===== config.mk =====
export PLATFORM = sky130hd
export DESIGN_NAME = crypto_op_sequencer
export DESIGN_NICKNAME = d
export VERILOG_FILES = /design/src/rtl/crypto_seq_pkg.sv /design/src/rtl/crypto_onehot_chk.sv /design/src/rtl/crypto_op_sequencer.sv
export SDC_FILE = /design/constraint.sdc
export NUM_CORES = 1
export LEC_CHECK = 0
export BUFFER_PORTS_ARGS = -buffer_cell sky130_fd_sc_hd__buf_2
export CORE_MARGIN = 2
export CORE_UTILIZATION = 25
export DETAILED_ROUTE_END_ITERATION = 10
export PLACE_DENSITY = 0.51
export REMOVE_ABC_BUFFERS = 1
export SLEW_MARGIN = 0
export SYNTH_ARGS = -nofsm -noshare
export SYNTH_HDL_FRONTEND = slang
export SYNTH_SLANG_ARGS = --single-unit
export TNS_END_PERCENT = 100

===== constraint.sdc =====
create_clock -name clk -period 2.7 [get_ports clk]
set_input_delay 0.54 -clock clk [delete_from_list [all_inputs] [get_ports clk]]
set_output_delay 0.54 -clock clk [all_outputs]
set_load 0.02 [all_outputs]

===== src/rtl/crypto_seq_pkg.sv =====
// Shared types and constants for the scalar crypto op sequencer: state encoding,
// layout of crypto_instruction ({bs, 18 one-hot op bits}) and default timeout.
package crypto_seq_pkg;

  localparam int OP_W        = 20;
  localparam int OP_BITS_LSB = 0;
  localparam int OP_BITS_MSB = 17;
  localparam int BS_LSB      = 18;
  localparam int BS_MSB      = 19;

  localparam int TIMEOUT_CYCLES_DEFAULT = 16;

  // Bit position of each op inside crypto_instruction
  localparam int OP_SAES32_ENCS  = 17;
  localparam int OP_SAES32_ENCSM = 16;
  localparam int OP_SAES32_DECS  = 15;
  localparam int OP_SAES32_DECSM = 14;
  localparam int OP_SHA256SIG0   = 13;
  localparam int OP_SHA256SIG1   = 12;
  localparam int OP_SHA256SUM0   = 11;
  localparam int OP_SHA256SUM1   = 10;
  localparam int OP_SHA512SIG0H  = 9;
  localparam int OP_SHA512SIG0L  = 8;
  localparam int OP_SHA512SIG1H  = 7;
  localparam int OP_SHA512SIG1L  = 6;
  localparam int OP_SHA512SUM0R  = 5;
  localparam int OP_SHA512SUM1R  = 4;
  localparam int OP_SSM3P0       = 3;
  localparam int OP_SSM3P1       = 2;
  localparam int OP_SSM4_KS      = 1;
  localparam int OP_SSM4_ED      = 0;

  typedef enum logic [2:0] {
    ST_IDLE  = 3'd0,
    ST_ISSUE = 3'd1,
    ST_WAIT  = 3'd2,
    ST_WB    = 3'd3,
    ST_ERR   = 3'd4
  } state_t;

endpackage


===== src/rtl/crypto_onehot_chk.sv =====
// Combinational legality check: the op field must have exactly one bit set.
module crypto_onehot_chk
  import crypto_seq_pkg::*;
(
  input  logic [OP_BITS_MSB:OP_BITS_LSB] op_bits,
  output logic                           legal
);

  logic [OP_BITS_MSB:OP_BITS_LSB] low_cleared;

  // Clearing the lowest set bit leaves zero only for a single-bit value.
  assign low_cleared = op_bits & (op_bits - 18'd1);
  assign legal       = (op_bits != '0) && (low_cleared == '0);

endmodule


===== src/rtl/crypto_op_sequencer.sv =====
// Issues one legal scalar crypto op at a time to the shared datapath, stalls the core,
// enforces a WAIT timeout and presents a single writeback beat. Optional macro: CRYPTO_SEQ_PERF_EN.
module crypto_op_sequencer
  import crypto_seq_pkg::*;
#(
  parameter int TIMEOUT_CYCLES = TIMEOUT_CYCLES_DEFAULT
) (
  input  logic            clk,
  input  logic            rst,
  input  logic            flush,
  input  logic            req_valid,
  output logic            req_ready,
  input  logic [OP_W-1:0] crypto_instruction,
  input  logic [31:0]     rs1_val,
  input  logic [31:0]     rs2_val,
  input  logic [4:0]      rd,
  output logic            dp_start,
  output logic            dp_abort,
  output logic [OP_W-1:0] dp_op,
  output logic [31:0]     dp_a,
  output logic [31:0]     dp_b,
  input  logic            dp_done,
  input  logic [31:0]     dp_result,
  output logic            stall,
  output logic            wb_valid,
  output logic [4:0]      wb_rd,
  output logic [31:0]     wb_data,
  output logic            err
`ifdef CRYPTO_SEQ_PERF_EN
  ,
  input  logic            perf_clr,
  output logic [31:0]     perf_ops,
  output logic [31:0]     perf_busy
`endif
);

  localparam logic [7:0] CNT_LAST = 8'(TIMEOUT_CYCLES - 1);

  state_t          state_reg, state_next;
  logic [7:0]      cnt_reg, cnt_next;
  logic [OP_W-1:0] op_reg;
  logic [31:0]     a_reg, b_reg, res_reg;
  logic [4:0]      rd_reg;
  logic            err_reg, abort_reg;
  logic            legal, accept, timeout, in_flight, in_wb;

  crypto_onehot_chk u_chk (
    .op_bits (crypto_instruction[OP_BITS_MSB:OP_BITS_LSB]),
    .legal   (legal)
  );

  // req_ready is gated by rst so the core never sees a ready sequencer while held in reset.
  assign req_ready = (state_reg == ST_IDLE) && rst;
  assign accept    = req_valid && req_ready && !flush;
  assign in_flight = (state_reg == ST_ISSUE) || (state_reg == ST_WAIT);
  assign in_wb     = (state_reg == ST_WB);

  assign stall    = accept || in_flight;
  assign dp_start = (state_reg == ST_ISSUE);
  assign dp_abort = abort_reg;
  assign dp_op    = in_flight ? op_reg : '0;
  assign dp_a     = in_flight ? a_reg  : '0;
  assign dp_b     = in_flight ? b_reg  : '0;
  assign wb_valid = in_wb && (rd_reg != 5'd0) && !flush;
  assign wb_rd    = in_wb ? rd_reg  : '0;
  assign wb_data  = in_wb ? res_reg : '0;
  assign err      = !flush && ((state_reg == ST_ERR) || err_reg);

  always_comb begin
    state_next = state_reg;
    cnt_next   = cnt_reg;
    timeout    = 1'b0;
    case (state_reg)
      ST_IDLE: begin
        if (accept) state_next = legal ? ST_ISSUE : ST_ERR;
      end
      ST_ISSUE: begin
        state_next = ST_WAIT;
        cnt_next   = 8'd0;
      end
      ST_WAIT: begin
        // done takes priority over an expiring timeout in the same cycle
        if (dp_done) begin
          state_next = ST_WB;
        end else if (cnt_reg == CNT_LAST) begin
          state_next = ST_IDLE;
          timeout    = 1'b1;
        end else begin
          cnt_next = cnt_reg + 8'd1;
        end
      end
      ST_WB:   state_next = ST_IDLE;
      ST_ERR:  state_next = ST_IDLE;
      default: state_next = ST_IDLE;
    endcase
    if (flush) begin
      state_next = ST_IDLE;
      timeout    = 1'b0;
    end
  end

  always_ff @(posedge clk) begin
    if (!rst) begin
      state_reg <= ST_IDLE;
      cnt_reg   <= '0;
      op_reg    <= '0;
      a_reg     <= '0;
      b_reg     <= '0;
      rd_reg    <= '0;
      res_reg   <= '0;
      err_reg   <= 1'b0;
      abort_reg <= 1'b0;
    end else begin
      state_reg <= state_next;
      cnt_reg   <= cnt_next;
      err_reg   <= timeout;
      abort_reg <= timeout || (flush && in_flight);
      if (accept) begin
        op_reg <= crypto_instruction;
        a_reg  <= rs1_val;
        b_reg  <= rs2_val;
        rd_reg <= rd;
      end
      if ((state_reg == ST_WAIT) && dp_done && !flush) res_reg <= dp_result;
    end
  end

`ifdef CRYPTO_SEQ_PERF_EN
  logic [31:0] perf_ops_reg, perf_busy_reg;
  logic        wb_beat;

  assign wb_beat   = in_wb && (wb_valid || (rd_reg == 5'd0));
  assign perf_ops  = perf_ops_reg;
  assign perf_busy = perf_busy_reg;

  always_ff @(posedge clk) begin
    if (!rst || perf_clr) begin
      perf_ops_reg  <= '0;
      perf_busy_reg <= '0;
    end else begin
      if (wb_beat && (perf_ops_reg != '1))  perf_ops_reg  <= perf_ops_reg + 32'd1;
      if (stall && (perf_busy_reg != '1))   perf_busy_reg <= perf_busy_reg + 32'd1;
    end
  end
`endif

endmodule

Word-level counts from Yosys, hierarchy flattened
Index checks and enable logic that the tools add are counted.
{"block": "word_totals", "elab_cells": 62, "out_inout_bits": 127, "register_bits": 134, "input_bits": 126}
{"block": "op_classes", "n_addsub": 2, "eq_ne": 9, "reduce_logical": 23, "bitwise": 2, "muxes": 17}
{"operator": "$mux W32", "count": 3}
{"operator": "$mux W20", "count": 1}
{"operator": "$and A18 B18 Y18", "count": 1}
{"operator": "$logic_not A18 Y1", "count": 1}
{"operator": "$reduce_bool A18 Y1", "count": 1}
{"operator": "$sub A18 B1 Y18 const B", "count": 1}
{"operator": "$mux W8", "count": 2}
{"operator": "$pmux W8 S2", "count": 1}
{"operator": "$mux W3", "count": 4}
{"operator": "$logic_and A1 B1 Y1", "count": 10}
{"operator": "$pmux W3 S3", "count": 1}
{"operator": "$add A8 B1 Y8 const B", "count": 1}
{"operator": "$eq A8 B4 Y1 const B", "count": 1}
{"operator": "$eq A3 B2 Y1 const B", "count": 2}
{"operator": "$ne A2 B2 Y1 const B", "count": 3}
{"operator": "$mux W5", "count": 1}
{"operator": "$reduce_bool A5 Y1", "count": 1}
{"operator": "$logic_or A1 B1 Y1", "count": 4}
{"operator": "$mux W1", "count": 4}
{"operator": "$eq A3 B1 Y1 const B", "count": 1}
{"operator": "$eq A3 B3 Y1 const B", "count": 1}
{"operator": "$logic_not A3 Y1", "count": 1}
{"operator": "$ne A3 B3 Y1 const B", "count": 1}
{"operator": "$reduce_and A3 Y1", "count": 1}
{"operator": "5 further kinds", "count": 5}

Depth between registers and ports, before layout
Gate-level depths: netlist of run 1.
{"block": "depth", "word_depth": 7, "mapped_depth": 8, "mapped_depth_nobuf": 6}

Modules after synthesis
From an unflattened synthesis of run 1, not the netlist that was laid out.
{"block": "unflattened", "hier_cells": 785, "hier_area_um2": 6072.1}
{"module": "crypto_op_sequencer", "instances": 1, "area_each_um2": 5855.6, "cells_each": 754}
{"module": "crypto_onehot_chk", "instances": 1, "area_each_um2": 216.5, "cells_each": 31}

Worst setup path before layout of run 1
OpenSTA, ideal clock, no wires.
{"block": "synth_path", "path_kind": "input to register", "startpoint": "in crypto_instruction[1]", "endpoint": "reg state_reg[2]", "path_slack_ns": 0.617, "arrival_time_ns": 1.968, "setup_time_ns": 0.115, "path_stages": 5, "cell_sequence": "or4_4 or3_4 o32ai_2 o221ai_2 o21a_1"}
{"block": "synth_between", "elab_chain_len": 7, "word_cells_on_any_way": 8}
{"element": "start: declaration", "line": "crypto_op_sequencer.sv:13", "text": "input logic [OP_W-1:0] crypto_instruction,"}
{"element": "$sub A18 B1 Y18", "line": "crypto_onehot_chk.sv:12", "text": "assign low_cleared = op_bits & (op_bits - 18'd1);"}
{"element": "$and A18 B18 Y18", "line": "crypto_onehot_chk.sv:12"}
{"element": "$logic_not A18 Y1", "line": "crypto_onehot_chk.sv:13", "text": "assign legal = (op_bits != '0) && (low_cleared == '0);"}
{"element": "$logic_and A1 B1 Y1 (*)", "line": "crypto_onehot_chk.sv:13"}
{"element": "$mux W3 (*) (2 in a row)", "line": "crypto_op_sequencer.sv:75", "text": "if (accept) state_next = legal ? ST_ISSUE : ST_ERR;"}
{"element": "$pmux W3 S3 (*)", "line": "crypto_op_sequencer.sv:73", "text": "case (state_reg)"}
{"element": "end signal: assignment", "line": "crypto_op_sequencer.sv:114", "text": "state_reg <= state_next;"}
{"element": "end: declaration", "line": "crypto_op_sequencer.sv:39", "text": "state_t state_reg, state_next;"}
Every way passes the cells marked *; elsewhere a longest branch is shown, timed or not. The select of a mux whose other input is x is not followed.
A chain may end at the register's enable or synchronous reset.

Worst setup path in the final report of run 1
{"block": "layout_path", "startpoint": "reg state_reg[1]", "endpoint": "out dp_op[3]"}
{"block": "layout_between", "elab_chain_len": 3, "word_cells_on_any_way": 4}
{"element": "$eq A3 B1 Y1 or $eq A3 B2 Y1 (tied branches)", "line": "crypto_op_sequencer.sv:55", "text": "assign in_flight = (state_reg == ST_ISSUE) || (state_reg == ST_WAIT);"}
{"element": "$logic_or A1 B1 Y1 (*)", "line": "crypto_op_sequencer.sv:55"}
{"element": "$mux W20 (*)", "line": "crypto_op_sequencer.sv:61", "text": "assign dp_op = in_flight ? op_reg : '0;"}
{"element": "end: declaration", "line": "crypto_op_sequencer.sv:19", "text": "output logic [OP_W-1:0] dp_op,"}
Every way passes the cells marked *; elsewhere a longest branch is shown, timed or not.

==> results of run 1 <==
-- worst max-delay path: stages (launching register included) --
cell	delay, ns
sky130_fd_sc_hd__dfxtp_1	0.47
sky130_fd_sc_hd__xnor2_1	0.16
sky130_fd_sc_hd__nor2_4	0.20
sky130_fd_sc_hd__buf_12	0.25
sky130_fd_sc_hd__and2_1	0.19
sky130_fd_sc_hd__buf_2	0.17
-- metal layers --
layer / track usage [%] / part of all wire (%)
met5: 0 / 0
met4: 3.56 / 0.74
met3: 5.82 / 8.4
met2: 23.1 / 45
met1: 17.4 / 46
-- kinds of logic after synthesis --
group                      count (synthesis)
adders and majority gates                  2
DFF                                      134
xor gates and xnor gates                   8
AOI/OAI and AO/OA                        148
buffers and inverters                     56
muxes                                      1
and+or+nand+nor                          413
-- placed cells by master, fill, tap and decap left out, drive strengths merged, types with 4 or more instances in the layout --
| master | n |
|---|---|
| buf | 267 |
| nand2 | 242 |
| dfxtp | 134 |
| and2 | 124 |
| a21boi | 122 |
| clkbuf | 18 |
| nor2 | 17 |
| bufinv | 8 |
| xor2 | 6 |
| nor3 | 4 |
| a21oi | 4 |
-- stage by stage --
stage                     utilization (%)  std cells  setup TNS (ns)  hold WS, ns
after floorplan                         -        706          -47.78        0.430
after global placement               32.1       1295               0        0.436
after detailed placement             32.1       1295               0        0.440
after CTS                            35.0       1325               0        0.331
after global routing                 35.1       1327               0        0.328
final                                35.1       1327               0        0.355
-- layout make-up --
class | count | area (um^2) | share of cell area (%)
clock buffers | 18 | 429 | 5.08
clock inverters | 12 | 275 | 3.26
multi-input cells | 572 | 3240 | 38.3
flip-flops and latches | 134 | 2680 | 31.7
well taps | 324 | 405 | 4.79
repair buffers | 267 | 1430 | 16.9
-- power groups by stage --
stage	clock network, W	registers [W]	logic (W)
after global routing	0.00301	0.00205	0.000324
final	0.00283	0.00204	0.000289
after CTS	0.00292	0.00204	0.000295
after floorplan	0	0.00208	0.000119
after global placement	0	0.00208	0.000293
after detailed placement	0	0.00208	0.000294
-- repair_timing --
action	in CTS	in global routing
endpoints found under the setup margin	0	32
hold buffers	0	0
buffers inserted	0	2
-- path summary, 6_finish.rpt --
path	from	endpoint	slack, ns
max	state_reg[1]$_SDFFE_PP0P_	dp_op[3]	0.27
min	rs1_val[6]	a_reg[6]$_SDFFE_PN0P_	0.35
max reg2reg	state_reg[2]$_SDFFE_PP0P_	op_reg[3]$_SDFFE_PN0P_	0.83
min reg2reg	res_reg[28]$_SDFFE_PN0P_	res_reg[28]$_SDFFE_PN0P_	0.45
==> out/qor.log, run 1 <==
[logic_synthesis] multiplexer area fraction after synthesis 0.164%
[logic_synthesis] Synth async-reset ratio 0%
[global_routing] number of global-route vias before repair 5,466
[power_and_ir_drop] internal power of the cells 0.00408 W
[job] max-cap viol count 0
[place] RePlAce Congestion 0.776
[final_layout] number of fillers in the final layout 2,666
[power_and_ir_drop] part of the total power dissipated in combinational logic 5.6%
[clocking] clk root buf sky130_fd_sc_hd__clkbuf_16
[global_routing] global-route congestion overflow total 0
[final_layout] Final Instance Area 0.00846 mm^2
[clocking] source-to-sink clock delay at the later pin of the worst-skew pair 0.42 ns
[logic_synthesis] proportion of netlist area held by the largest area contributor 44.0%
[logic_synthesis] area share of xor/xnor cells in the synthesized design 1.15%
[route] post-detailed-routing wire length 18,000 um
[setup_path] startpoint type of the worst setup path flip-flop
[logic_synthesis] most common flop cell mapped by yosys sky130_fd_sc_hd__dfxtp_1
[route] # DRC 0
[global_routing] wire length of the first global-routing pass 29,100 um
[sta] highest clock frequency the design can meet 412 MHz
[clocking] clock transition at the registers of the reported paths 0.06 ns
[clocking] Num Clock Sinks 134
[logic_synthesis] basic-gate share of the synthesized area counting and, or, nand and nor cells 32.2%
[logic_synthesis] combinational family with the most area after synthesis simple AND/OR/NAND/NOR gates
[clocking] post-cts sizing count 0
[global_routing] total global-route track usage 14.2%
[setup_path] critical path required time 2.16 ns
[final_layout] Total Nets Final 1,119
[logic_synthesis] register area share after synthesis 44.0%
[place] number of I/O port buffers 252
[logic_synthesis] Synth area leader sky130_fd_sc_hd__dfxtp_1
[clocking] maximum number of buffers from clock root to sink 2
[place] area post-placement 0.00774 mm^2
[logic_synthesis] cell area after synthesis 0.00610 mm^2
[floorplan] Chip Height 160 um
[logic_synthesis] complex-gate fraction of the synthesized area 18.7%
[floorplan] full die area 0.0257 mm^2
[clocking] number of buffers added by the clock tree synthesis step 17
[sta] unrepaired setup endpoints after global routing no
[final_layout] fraction of final layout cells with drive strength greater than 1 30.8%
[power_and_ir_drop] Power per Cell Area 610 mW/mm^2
[clocking] clock tree from TritonCTS yes
[place] Post-DP HPWL 12,300 um
[sta] final number of hold-violating endpoints 0
[sta] remaining max-slew budget at the tightest pin 56.6%
[sta] minimum setup slack in the final design 0.273 ns
[logic_synthesis] Post-Synthesis Cells 762
[route] Avg WL per Cell 13.5 um
[logic_synthesis] FF+latch count, synth 134
[logic_synthesis] Adder-Cell Fraction of Synth Area 0.369%
[floorplan] area of the core region 0.0241 mm^2
[power_and_ir_drop] leakage power 3.70 nW
[floorplan] I/O pin count 253
[route] number of detailed-route iterations in the first pass 6
[route] count of vias placed by the detailed router 5,703
[sta] Worst Skew 0.00608 ns
[setup_path] Crit. End Element primary output
[global_routing] number of antenna violations at the first check in global routing 0
[clocking] H-Tree Depth 4
[sta] transition time at the pin with the least slew margin 0.651 ns
[power_and_ir_drop] total net switching power 0.00108 W
[min_path] path class of the lowest-slack min-delay path in2reg
[route] residual antenna-violating net count after detailed routing 0
[route] drt initial violations 251
[sta] post-layout minimum cycle time 2.43 ns
[route] Avg Vias per Cell 4.30
[min_path] worst hold path stage count 3
[logic_synthesis] synth cell count leaders 242 x sky130_fd_sc_hd__nand2_1, 134 x sky130_fd_sc_hd__dfxtp_1, 124 x sky130_fd_sc_hd__and2_1
[logic_synthesis] Post-synth EDFFs 0
[final_layout] Inserted Diodes 0
[floorplan] Starting Density 25.3%
[power_and_ir_drop] Switching Fraction 20.9%
[logic_synthesis] Cell variety after synth 45
[setup_path] critical path class reg2out
[sta] final critical-path share of the clock period 89.9%
[power_and_ir_drop] clock power share 54.9%
[floorplan] number of rows created at floorplan 57
[run_status] result of the run completed
[power_and_ir_drop] peak supply drop 0.000321 V
[final_layout] area added between synthesis and finish 38.6%
[logic_synthesis] top cells by area, synth sky130_fd_sc_hd__dfxtp_1 44%, sky130_fd_sc_hd__nand2_1 15%, sky130_fd_sc_hd__a21boi_1 15%
[global_routing] largest net degree at the start of global routing 70
[logic_synthesis] Avg Cell Area, Syn 8.01 um^2
[setup_path] largest driver fanout on the critical path 63
[floorplan] horizontal extent of the die 160 um
[power_and_ir_drop] Sequential Power Share 39.5%
[sta] setup violation total in the final timing report 0
[logic_synthesis] number of warning messages in the yosys log 0
[place] pre-CTS setup slack 0.406 ns
[logic_synthesis] most common cell in the netlist sky130_fd_sc_hd__nand2_1
[setup_path] worst reg-to-reg path cell count 5
[power_and_ir_drop] total power after layout 0.00516 W
[sta] Max Transition Viols Final 0
[setup_path] data arrival time of the worst path 1.89 ns
Note: power is estimated with default switching activity, not from simulation.
==> run 2: changes to the inputs <==
--- a/config.mk
+++ b/config.mk
@@ -5,7 +5,7 @@
 export SDC_FILE = /design/constraint.sdc
 export NUM_CORES = 1
 export LEC_CHECK = 0
-export BUFFER_PORTS_ARGS = -buffer_cell sky130_fd_sc_hd__buf_2
+export BUFFER_PORTS_ARGS = -buffer_cell sky130_fd_sc_hd__clkbuf_2
 export CORE_MARGIN = 2
 export CORE_UTILIZATION = 25
 export DETAILED_ROUTE_END_ITERATION = 10
==> out/qor.log, run 2 (same netlist as run 1, synthesis figures left out) <==
[sta] unrepaired setup endpoints after global routing no
[final_layout] fraction of final layout cells with drive strength greater than 1 31.2%
[clocking] Num Clock Sinks 134
[sta] final number of hold-violating endpoints 0
[route] count of vias placed by the detailed router 5,738
[floorplan] Starting Density 25.3%
[power_and_ir_drop] total power after layout 0.00490 W
[global_routing] most used routing layer met2
[floorplan] Chip Height 160 um
[clocking] number of buffers added by the clock tree synthesis step 17
[clocking] clock tree from TritonCTS yes
[final_layout] area added between synthesis and finish 38.5%
[clocking] Post-CTS Hold Buffers 0
[sta] final critical-path share of the clock period 91.1%
[job] max-cap viol count 0
[sta] Post-Route Hold Slack 0.337 ns
[setup_path] largest driver fanout on the critical path 28
[sta] transition time at the pin with the least slew margin 0.775 ns
[global_routing] global-route track usage on met2 22.1%
[route] drt initial violations 319
[setup_path] Largest stage delay, worst path 0.49 ns
[global_routing] total global-route track usage 14.0%
[sta] remaining max-slew budget at the tightest pin 48.4%
[floorplan] horizontal extent of the die 160 um
[setup_path] startpoint type of the worst setup path flip-flop
[final_layout] Inserted Diodes 0
[clocking] source-to-sink clock delay at the later pin of the worst-skew pair 0.42 ns
[global_routing] number of antenna violations at the first check in global routing 0
[setup_path] critical path required time 2.16 ns
[place] RePlAce Congestion 0.748
[route] Avg WL per Cell 13.5 um
[setup_path] cell type of the slowest stage on the worst timing path sky130_fd_sc_hd__and3b_1
[route] # DRC 0
[power_and_ir_drop] peak supply drop 0.000336 V
[setup_path] setup slack of the worst register-to-register path 0.70 ns
[setup_path] launch point of the critical path state_reg[1]$_SDFFE_PP0P_
[global_routing] met3 capacity usage during global routing 5.79%
[sta] setup violation total in the final timing report 0
[setup_path] ordered list of cells on the worst path and3b_1, buf_12, and2_1, clkbuf_2
[route] residual antenna-violating net count after detailed routing 0
[setup_path] capturing instance or port of the critical path wb_data[0]
[clocking] maximum number of buffers from clock root to sink 2
[clocking] clock transition at the registers of the reported paths 0.06 ns
[clocking] H-Tree Depth 4
[final_layout] number of fillers in the final layout 2,679
[final_layout] utilization after layout 35.1%
[power_and_ir_drop] leakage power 3.61 nW
[sta] post-layout minimum cycle time 2.46 ns
[min_path] path class of the lowest-slack min-delay path in2reg
[final_layout] commonest cells after routing, fill and taps aside 251 x sky130_fd_sc_hd__clkbuf_2, 242 x sky130_fd_sc_hd__nand2_1, 134 x sky130_fd_sc_hd__dfxtp_1, 124 x sky130_fd_sc_hd__and2_1, 119 x sky130_fd_sc_hd__a21boi_1
[place] Post-DP HPWL 12,300 um
[sta] Worst Skew 0.0112 ns
[global_routing] largest net degree at the start of global routing 91
[floorplan] full die area 0.0257 mm^2
[run_status] result of the run completed
[place] number of I/O port buffers 252
[clocking] post-cts sizing count 0
[setup_path] critical path class reg2out
[global_routing] wire length of the first global-routing pass 29,000 um
[floorplan] number of rows created at floorplan 57
[global_routing] met1 layer usage reported by global route 17.6%
[route] Avg Vias per Cell 4.31
[clocking] clk root buf sky130_fd_sc_hd__clkbuf_16
[power_and_ir_drop] Power per Cell Area 580 mW/mm^2
[route] post-detailed-routing wire length 18,000 um
[final_layout] Reg area 0.00268 mm^2
[final_layout] Multi-input gate area 0.00324 mm^2
[final_layout] most common library cell in the layout ignoring fill and taps sky130_fd_sc_hd__clkbuf_2
[setup_path] Crit Reg-Reg Endpoint b_reg[28]$_SDFFE_PN0P_
[global_routing] number of global-route vias before repair 5,505
[sta] Max Transition Viols Final 0
[floorplan] area of the core region 0.0241 mm^2
[final_layout] Total Nets Final 1,123
[floorplan] I/O pin count 253
[setup_path] Reg2Reg Launch Point state_reg[2]$_SDFFE_PP0P_
[setup_path] Crit. End Element primary output
[setup_path] data arrival time of the worst path 1.92 ns
[setup_path] worst reg-to-reg path cell count 5
[sta] highest clock frequency the design can meet 407 MHz
[global_routing] global-route congestion overflow total 0
[route] number of detailed-route iterations in the first pass 4
-- run 2: changes by cell type in the layout (fill, tap and decap cells not counted), sizes merged --
cell,change
buf,-247
clkbuf,+252
clkinvlp,+2
bufinv,-3
clkinv,+1
-- run 2: how the worst min path moves through the flow --
| stage | start | endpoint | depth (start not counted) |
|---|---|---|---|
| after CTS | rs1_val[8] | a_reg[8]$_SDFFE_PN0P_ | 3 |
| final | rs2_val[25] | b_reg[25]$_SDFFE_PN0P_ | 3 |
| after global placement | b_reg[8]$_SDFFE_PN0P_ | b_reg[8]$_SDFFE_PN0P_ | 2 |
| after global routing | rs2_val[11] | b_reg[11]$_SDFFE_PN0P_ | 3 |
| after detailed placement | a_reg[13]$_SDFFE_PN0P_ | a_reg[13]$_SDFFE_PN0P_ | 2 |
| after floorplan | a_reg[0]$_SDFFE_PN0P_ | a_reg[0]$_SDFFE_PN0P_ | 2 |
-- run 2: area by class of cell --
type | count | area share [%]
clock buffer | 19 | 5.24
timing repair buffer | 271 | 17.5
clock inverter | 12 | 2.38
multi-input combinational | 572 | 38.3
tap | 324 | 4.80
sequential | 134 | 31.7
-- run 2: timing repair --
| action | 4_1_cts | 5_1_grt |
|---|---|---|
| hold endpoints to repair | 0 | 0 |
| endpoints found under the setup margin | 0 | 73 |
| setup buffers | 0 | 1 |
-- run 2: power by group --
part,internal (W),switching (W)
Combinational,0.000141,0.000146
Clock,0.00166,0.000913
Sequential,0.00202,0.0000204
Total,0.00382,0.00108
-- run 2: worst max-delay path, delay by kind of cell (launching register included) --
kind	cells	cell delay, ns
AND/OR/NAND/NOR	2	0.64
buffers and inverters	2	0.39
flip-flops	1	0.47
-- run 2: stage by stage --
step	cell area [um^2]	setup TNS, ns	worst slack [ns]	cells
global placement	7790	0	0.438	1300
CTS	8430	0	0.00716	1331
finish	8450	0	0.240	1332
detailed placement	7790	0	0.419	1300
global route	8450	0	0.0994	1332
floorplan	5890	-47.78	-0.979	706
-- run 2: metal layers --
layer	up-vias	share of wire [%]
li1	2940	-
met1	2603	46
met2	185	44
met3	10	8.9
met4	0	0.95
met5	-	0
